### src/rtl/ex_issue_if.sv
// Decode-to-issue interface of the ID/EX issue scheduler: decoded operand info in,
// latch controls and registered writeback announcement out.
interface ex_issue_if #(
    parameter int ADDR_W = 6,
    parameter int LAT_W  = 4
);
    logic              id_valid;
    logic [2:0]        id_func_select;
    logic [LAT_W-1:0]  id_latency;
    logic              id_has_dest;
    logic [ADDR_W-1:0] id_dest_addr;
    logic              id_src1_used;
    logic [ADDR_W-1:0] id_src1_addr;
    logic              id_src2_used;
    logic [ADDR_W-1:0] id_src2_addr;
    logic              ex_stall_in;
    logic              flush;
    logic              id_stall;
    logic              idex_stall;
    logic              idex_clr;
    logic              issue_fire;
    logic              wb_valid;
    logic [ADDR_W-1:0] wb_dest_addr;

    // Handshake: id_valid offers an instruction; it is taken at the edge where issue_fire=1,
    // otherwise decode must hold it (id_stall=1) unless flush kills it.
    modport master (
        output id_valid, id_func_select, id_latency, id_has_dest, id_dest_addr,
               id_src1_used, id_src1_addr, id_src2_used, id_src2_addr, ex_stall_in, flush,
        input  id_stall, idex_stall, idex_clr, issue_fire, wb_valid, wb_dest_addr
    );
    modport slave (
        input  id_valid, id_func_select, id_latency, id_has_dest, id_dest_addr,
               id_src1_used, id_src1_addr, id_src2_used, id_src2_addr, ex_stall_in, flush,
        output id_stall, idex_stall, idex_clr, issue_fire, wb_valid, wb_dest_addr
    );
endinterface

### src/rtl/ex_issue_scheduler.sv
// ID/EX issue scheduler: RAW/WAW, writeback-port and complex-ALU hazard checks for fixed-latency ops.
// Optional SCHED_PERF_CNT_EN adds saturating stall performance counters.
module ex_issue_scheduler #(
    parameter int         ADDR_W         = 6,
    parameter int         LAT_W          = 4,
    parameter logic [2:0] COMPLEX_FU_SEL = 3'd2
) (
    input logic clk,
    input logic reset,
    ex_issue_if.slave bus
`ifdef SCHED_PERF_CNT_EN
    ,
    output logic [31:0] perf_stall_cycles,
    output logic [31:0] perf_raw_stalls
`endif
);
    localparam int NUM_REGS = 1 << ADDR_W;
    // slot[k] holds a writeback due k cycles from now; latency-1 ops go straight to wb_*.
    localparam int NSLOT    = (1 << LAT_W) - 2;

    logic [NUM_REGS-1:0] pending_q, pending_d;
    logic [NSLOT:1]      slot_v_q, slot_v_d;
    logic [ADDR_W-1:0]   slot_dst_q [1:NSLOT];
    logic [ADDR_W-1:0]   slot_dst_d [1:NSLOT];
    logic                wb_valid_q, wb_valid_d;
    logic [ADDR_W-1:0]   wb_dest_q, wb_dest_d;
    logic [LAT_W-1:0]    busy_q, busy_d;

    logic [LAT_W-1:0] lat;
    logic raw1, raw2, raw, waw, wbcol, cbusy, hazard, fire;

    always_comb begin
        lat   = (bus.id_latency == '0) ? LAT_W'(1) : bus.id_latency;
        raw1  = bus.id_src1_used & pending_q[bus.id_src1_addr]
                & !(wb_valid_q && (wb_dest_q == bus.id_src1_addr));
        raw2  = bus.id_src2_used & pending_q[bus.id_src2_addr]
                & !(wb_valid_q && (wb_dest_q == bus.id_src2_addr));
        raw   = raw1 | raw2;
        waw   = bus.id_has_dest & pending_q[bus.id_dest_addr]
                & !(wb_valid_q && (wb_dest_q == bus.id_dest_addr));
        wbcol = 1'b0;
        for (int k = 1; k <= NSLOT; k++) begin
            if (bus.id_has_dest && (lat == LAT_W'(k)) && slot_v_q[k]) wbcol = 1'b1;
        end
        cbusy  = (bus.id_func_select == COMPLEX_FU_SEL) && (busy_q != '0);
        hazard = raw | waw | wbcol | cbusy;
        fire   = bus.id_valid & !hazard & !bus.ex_stall_in & !bus.flush;
    end

    assign bus.issue_fire   = fire;
    assign bus.id_stall     = bus.id_valid & !bus.flush & (hazard | bus.ex_stall_in);
    assign bus.idex_stall   = bus.ex_stall_in;
    assign bus.idex_clr     = !bus.ex_stall_in & (bus.flush | !fire);
    assign bus.wb_valid     = wb_valid_q;
    assign bus.wb_dest_addr = wb_dest_q;

    always_comb begin
        slot_v_d = '0;
        for (int k = 1; k <= NSLOT; k++) slot_dst_d[k] = '0;
        for (int k = 1; k < NSLOT; k++) begin
            slot_v_d[k]   = slot_v_q[k+1];
            slot_dst_d[k] = slot_dst_q[k+1];
        end
        wb_valid_d = slot_v_q[1];
        wb_dest_d  = slot_dst_q[1];
        if (fire && bus.id_has_dest) begin
            if (lat == LAT_W'(1)) begin
                wb_valid_d = 1'b1;
                wb_dest_d  = bus.id_dest_addr;
            end
            for (int k = 1; k <= NSLOT; k++) begin
                if (lat == LAT_W'(k + 1)) begin
                    slot_v_d[k]   = 1'b1;
                    slot_dst_d[k] = bus.id_dest_addr;
                end
            end
        end

        // Clear first so a same-edge re-issue of the register keeps it pending.
        pending_d = pending_q;
        if (wb_valid_q) pending_d[wb_dest_q] = 1'b0;
        if (fire && bus.id_has_dest) pending_d[bus.id_dest_addr] = 1'b1;

        busy_d = busy_q;
        if (fire && (bus.id_func_select == COMPLEX_FU_SEL)) busy_d = lat - LAT_W'(1);
        else if (busy_q != '0)                              busy_d = busy_q - LAT_W'(1);
    end

    always_ff @(posedge clk) begin
        if (reset) begin
            pending_q  <= '0;
            slot_v_q   <= '0;
            for (int k = 1; k <= NSLOT; k++) slot_dst_q[k] <= '0;
            wb_valid_q <= 1'b0;
            wb_dest_q  <= '0;
            busy_q     <= '0;
        end else begin
            pending_q  <= pending_d;
            slot_v_q   <= slot_v_d;
            for (int k = 1; k <= NSLOT; k++) slot_dst_q[k] <= slot_dst_d[k];
            wb_valid_q <= wb_valid_d;
            wb_dest_q  <= wb_dest_d;
            busy_q     <= busy_d;
        end
    end

`ifdef SCHED_PERF_CNT_EN
    logic [31:0] perf_stall_q, perf_stall_d, perf_raw_q, perf_raw_d;

    always_comb begin
        perf_stall_d = perf_stall_q;
        perf_raw_d   = perf_raw_q;
        if (bus.id_stall && (perf_stall_q != 32'hFFFF_FFFF)) perf_stall_d = perf_stall_q + 32'd1;
        if (bus.id_stall && raw && (perf_raw_q != 32'hFFFF_FFFF)) perf_raw_d = perf_raw_q + 32'd1;
    end

    always_ff @(posedge clk) begin
        if (reset) begin
            perf_stall_q <= '0;
            perf_raw_q   <= '0;
        end else begin
            perf_stall_q <= perf_stall_d;
            perf_raw_q   <= perf_raw_d;
        end
    end

    assign perf_stall_cycles = perf_stall_q;
    assign perf_raw_stalls   = perf_raw_q;
`endif
endmodule

### src/flat_wrapper.sv
// flat-port wrapper written by rule: the top's interface ports become plain ports
module ex_issue_scheduler_flat 
#(
    parameter int         ADDR_W         = 6,
    parameter int         LAT_W          = 4,
    parameter logic [2:0] COMPLEX_FU_SEL = 3'd2
)
  (clk, reset, bus_id_valid, bus_id_func_select, bus_id_latency, bus_id_has_dest, bus_id_dest_addr, bus_id_src1_used, bus_id_src1_addr, bus_id_src2_used, bus_id_src2_addr, bus_ex_stall_in, bus_flush, bus_id_stall, bus_idex_stall, bus_idex_clr, bus_issue_fire, bus_wb_valid, bus_wb_dest_addr);
  ex_issue_if #(.ADDR_W(ADDR_W), .LAT_W(LAT_W)) bus_i ();
  input logic clk;
  input logic reset;
  input wire logic [$bits(bus_i.id_valid)-1:0] bus_id_valid;
  input wire logic [$bits(bus_i.id_func_select)-1:0] bus_id_func_select;
  input wire logic [$bits(bus_i.id_latency)-1:0] bus_id_latency;
  input wire logic [$bits(bus_i.id_has_dest)-1:0] bus_id_has_dest;
  input wire logic [$bits(bus_i.id_dest_addr)-1:0] bus_id_dest_addr;
  input wire logic [$bits(bus_i.id_src1_used)-1:0] bus_id_src1_used;
  input wire logic [$bits(bus_i.id_src1_addr)-1:0] bus_id_src1_addr;
  input wire logic [$bits(bus_i.id_src2_used)-1:0] bus_id_src2_used;
  input wire logic [$bits(bus_i.id_src2_addr)-1:0] bus_id_src2_addr;
  input wire logic [$bits(bus_i.ex_stall_in)-1:0] bus_ex_stall_in;
  input wire logic [$bits(bus_i.flush)-1:0] bus_flush;
  output wire logic [$bits(bus_i.id_stall)-1:0] bus_id_stall;
  output wire logic [$bits(bus_i.idex_stall)-1:0] bus_idex_stall;
  output wire logic [$bits(bus_i.idex_clr)-1:0] bus_idex_clr;
  output wire logic [$bits(bus_i.issue_fire)-1:0] bus_issue_fire;
  output wire logic [$bits(bus_i.wb_valid)-1:0] bus_wb_valid;
  output wire logic [$bits(bus_i.wb_dest_addr)-1:0] bus_wb_dest_addr;
  assign bus_i.id_valid = bus_id_valid;
  assign bus_i.id_func_select = bus_id_func_select;
  assign bus_i.id_latency = bus_id_latency;
  assign bus_i.id_has_dest = bus_id_has_dest;
  assign bus_i.id_dest_addr = bus_id_dest_addr;
  assign bus_i.id_src1_used = bus_id_src1_used;
  assign bus_i.id_src1_addr = bus_id_src1_addr;
  assign bus_i.id_src2_used = bus_id_src2_used;
  assign bus_i.id_src2_addr = bus_id_src2_addr;
  assign bus_i.ex_stall_in = bus_ex_stall_in;
  assign bus_i.flush = bus_flush;
  assign bus_id_stall = bus_i.id_stall;
  assign bus_idex_stall = bus_i.idex_stall;
  assign bus_idex_clr = bus_i.idex_clr;
  assign bus_issue_fire = bus_i.issue_fire;
  assign bus_wb_valid = bus_i.wb_valid;
  assign bus_wb_dest_addr = bus_i.wb_dest_addr;
  ex_issue_scheduler #(.ADDR_W(ADDR_W), .LAT_W(LAT_W), .COMPLEX_FU_SEL(COMPLEX_FU_SEL)) u_core (.clk(clk), .reset(reset), .bus(bus_i));
endmodule
### config.mk
export PLATFORM = sky130hd
export DESIGN_NAME = ex_issue_scheduler_flat
export DESIGN_NICKNAME = d
export VERILOG_FILES = /design/src/rtl/ex_issue_if.sv /design/src/rtl/ex_issue_scheduler.sv /design/src/flat_wrapper.sv
export SDC_FILE = /design/constraint.sdc
export NUM_CORES = 1
export LEC_CHECK = 0
export BUFFER_PORTS_ARGS = -buffer_cell sky130_fd_sc_hd__buf_4
export CORE_AREA = 2 2 126 128
export DETAILED_ROUTE_END_ITERATION = 12
export DIE_AREA = 0 0 128 130
export GPL_ROUTABILITY_DRIVEN = 0
export PLACE_DENSITY_LB_ADDON = 0.3
export SETUP_SLACK_MARGIN = 0.1
export SLEW_MARGIN = 20
export SYNTH_ARGS = -nofsm -noshare
export SYNTH_HDL_FRONTEND = slang
export SYNTH_SLANG_ARGS = --single-unit
### constraint.sdc
create_clock -name clk -period 3.8 [get_ports clk]
set_input_delay 0.19 -clock clk [delete_from_list [all_inputs] [get_ports clk]]
set_output_delay 0.19 -clock clk [all_outputs]
set_load 0.03 [all_outputs]
==> run metrics <==
Num CTS Buffers=17; EDFF count, synth=0; post-route cell area=0.00986 sq mm; synthesized flop and latch total=173; Pre-Repair DR Iteration Count=6; setup bufs post-CTS=0; crit path capture type=primary output; clock share of power=42.6%; Yosys top cell area share=38.5%; Hold-fix buffers, CTS=0; CP max FO=8; initial antenna violation count=0; Hold Path Class=in2reg; Die H=130 microns; busiest grt layer=met2; Syn Inst Count=940; DRT antenna net count=0; Cell Area, Synth=0.00899 sq mm; core area=approximately 0.015 sq mm; routing usage on met1=42.4%; Combinational Power Share=10.2%; Int Pwr=2.86 mW; HPWL Detailed=16800 microns; area leader, netlist=dfxtp_1; worst endpoint required time=3.61 ns; DR vias=7709; max frequency=approximately 300 MHz; P_leak=3.57 nW; CTS tree=done; clock slew seen by the registers of the worst setup and hold paths=0.07 ns; Seq/Total Area, Yosys=between 30 and 40%; io pins=44; top post-synthesis cells by area=dfxtp_1, mux2i_1, mux4_2, nand2_1, o31ai_1; Core Rows=46; final setup vio count=0; wire length per cell=22.1 microns; GR met3 Demand/Resource=about 8.5%; Clock Skew=0.0112 ns; starting density of the core=~58%; Port Buffers=43; Congestion Overflow GR=0; final hold vios=0; met2 Track Usage GR=between 40% and 50%; CTS root buf=clkbuf_16; Filler cells=1259; Routed Wire Length=25100 microns; Total Routing Usage GR=31.2%; synth unique cells=63; fin util=about 64%; share of layout cells above drive strength 1=17.4%; Chip Width=128 microns; max-slew violations=0; clk sinks=173; total die area=0.0166 sq mm; placed cell area=0.00930 sq mm; drt drc=0; Slew headroom=around 38%; largest net degree at the start of global routing=70; CP Data Arrival Time=3.09 ns; Peak supply drop=0.327 mV; latest clock arrival within the worst-skew pair=0.45 ns; RSZ-0062 raised after global routing=false; Critical Setup Path Class=reg2out; H-Tree Depth=4; asr flop ratio synth=0%; maxcap violations=0; post-CTS sizing=0; Fin Setup TNS=0 ns; vias in the first global route=7249; syn_nets=974; sequential share of power=47.2%; # nets final=969; P&R area growth vs syn=9.73%; Syn Area/Cell=9.56 sq um; crit path time final=3.28 ns; CP Launch Type=register; global-route wire length before repair=39800 microns; Max clock buf depth=2; Net Sw Power=1.05 mW; Main synth FF type=dfxtp_1; 1st-iter DRT viols=1075; slew at the pin with the worst max-slew slack=0.930 ns; Yosys Warn Count=0; via/cell ratio=roughly 6.8; Final period util=86.4%; P per Cell Area=396 mW/mm^2; Switching Share=a little over a quarter; run status=finished clean; n_diodes=0
-- critical path, stage by stage, from the launching register on --
cell and delay [ns]:
dfxtp_1 0.34, mux2_2 0.27, a221o_1 0.36, a22oi_1 0.25, o22ai_1 0.19, o31ai_4 0.46
nand4_1 0.33, inv_1 0.23, nor2_1 0.06, buf_4 0.16
-- layer usage --
layer,share of wire (%),up-vias
met4,3.7,0
met3,11,91
met2,45,454
met5,0,-
met1,40,3699
li1,-,3465
-- state kept, by name, indices dropped and copies added, names as in the netlist --
name	cells
u_core.bus.wb_dest_addr	6
u_core.bus.wb_valid	1
u_core.busy_q	4
u_core.pending_q	64
u_core.slot_dst_q	84
u_core.slot_v_q	14
-- metrics by stage --
step                total power, mW  hold WS, ns  setup WS, ns  instances
global placement               2.27        0.423         0.433       1108
finish                         3.90       0.0959         0.516       1140
global route                   4.02       0.0967         0.383       1140
detailed placement             2.27        0.427         0.358       1108
floorplan                      2.17        0.420         0.805        940
CTS                            3.90       0.0838         0.555       1140
-- placed cells by master, fill, tap and decap left out, types with 8 or more instances in the layout --
cell type,instances
o31ai_1,64
a21oi_1,16
nor2b_1,15
a31o_2,11
nor2_1,37
nand3_1,58
clkbuf_16,17
xnor2_1,9
mux2i_1,96
nor3_1,14
inv_1,16
mux4_2,40
and2_1,8
o211ai_1,32
xor2_1,11
nand2_1,139
nand2b_1,13
buf_4,56
dfxtp_1,173
-- cells by family (layout without fill, tap and decap cells) --
family | after synthesis | after routing | share of synthesized area [%]
XOR/XNOR | 20 | 20 | 1.95
adder cells (fa/ha/maj) | 1 | 1 | 0.139
AO/OA/AOI/OAI | 173 | 173 | 14.5
AND/OR/NAND/NOR | 334 | 334 | 18.8
flip-flops | 173 | 173 | 38.5
multiplexers | 142 | 142 | 21.5
buffers and inverters | 97 | 105 | 4.62
-- power by group through the flow --
stage / logic (mW) / registers, mW / clock network [mW]
finish: 0.397 / 1.84 / 1.66
global route: 0.433 / 1.85 / 1.74
CTS: 0.390 / 1.84 / 1.66
detailed placement: 0.389 / 1.88 / 0
global placement: 0.382 / 1.89 / 0
floorplan: 0.291 / 1.88 / 0
-- cell usage after synthesis (7+ instances only) --
| cell | count |
|---|---|
| nor2_1 | 37 |
| nand3b_1 | 7 |
| buf_1 | 7 |
| nand4_1 | 7 |
| nor3_1 | 15 |
| nand2b_1 | 13 |
| o211ai_1 | 32 |
| dfxtp_1 | 173 |
| xnor2_1 | 9 |
| inv_1 | 16 |
| buf_2 | 8 |
| nand3_1 | 58 |
| a31o_2 | 11 |
| o31ai_1 | 64 |
| clkbuf_1 | 57 |
| and2_1 | 8 |
| nor2b_1 | 15 |
| nand2_1 | 139 |
| a21oi_1 | 16 |
| mux4_2 | 40 |
| xor2_1 | 11 |
| mux2i_1 | 96 |
-- final cells by class --
class	instances	area, sq um	share of cell area, %
inverters	17	66.3	0.672
flip-flops and latches	173	3460	35.1
clock buffers	20	457	4.63
clock inverters	12	101	1.03
well taps	192	240	2.44
multi-input cells	670	5110	51.9
repair buffers	56	420	4.26
-- final timing paths --
check,startpoint,endpoint,slack [ns],cells past startpoint
setup / recovery,u_core.pending_q[18],bus_idex_clr,0.52,9
hold / removal,reset,u_core.slot_v_q[1],0.1,2
setup reg to reg,u_core.pending_q[31],u_core.slot_dst_q[0][34],0.58,8
hold reg to reg,u_core.slot_dst_q[0][23],u_core.slot_dst_q[0][17],0.44,2
(Power assumes the default switching activity.)
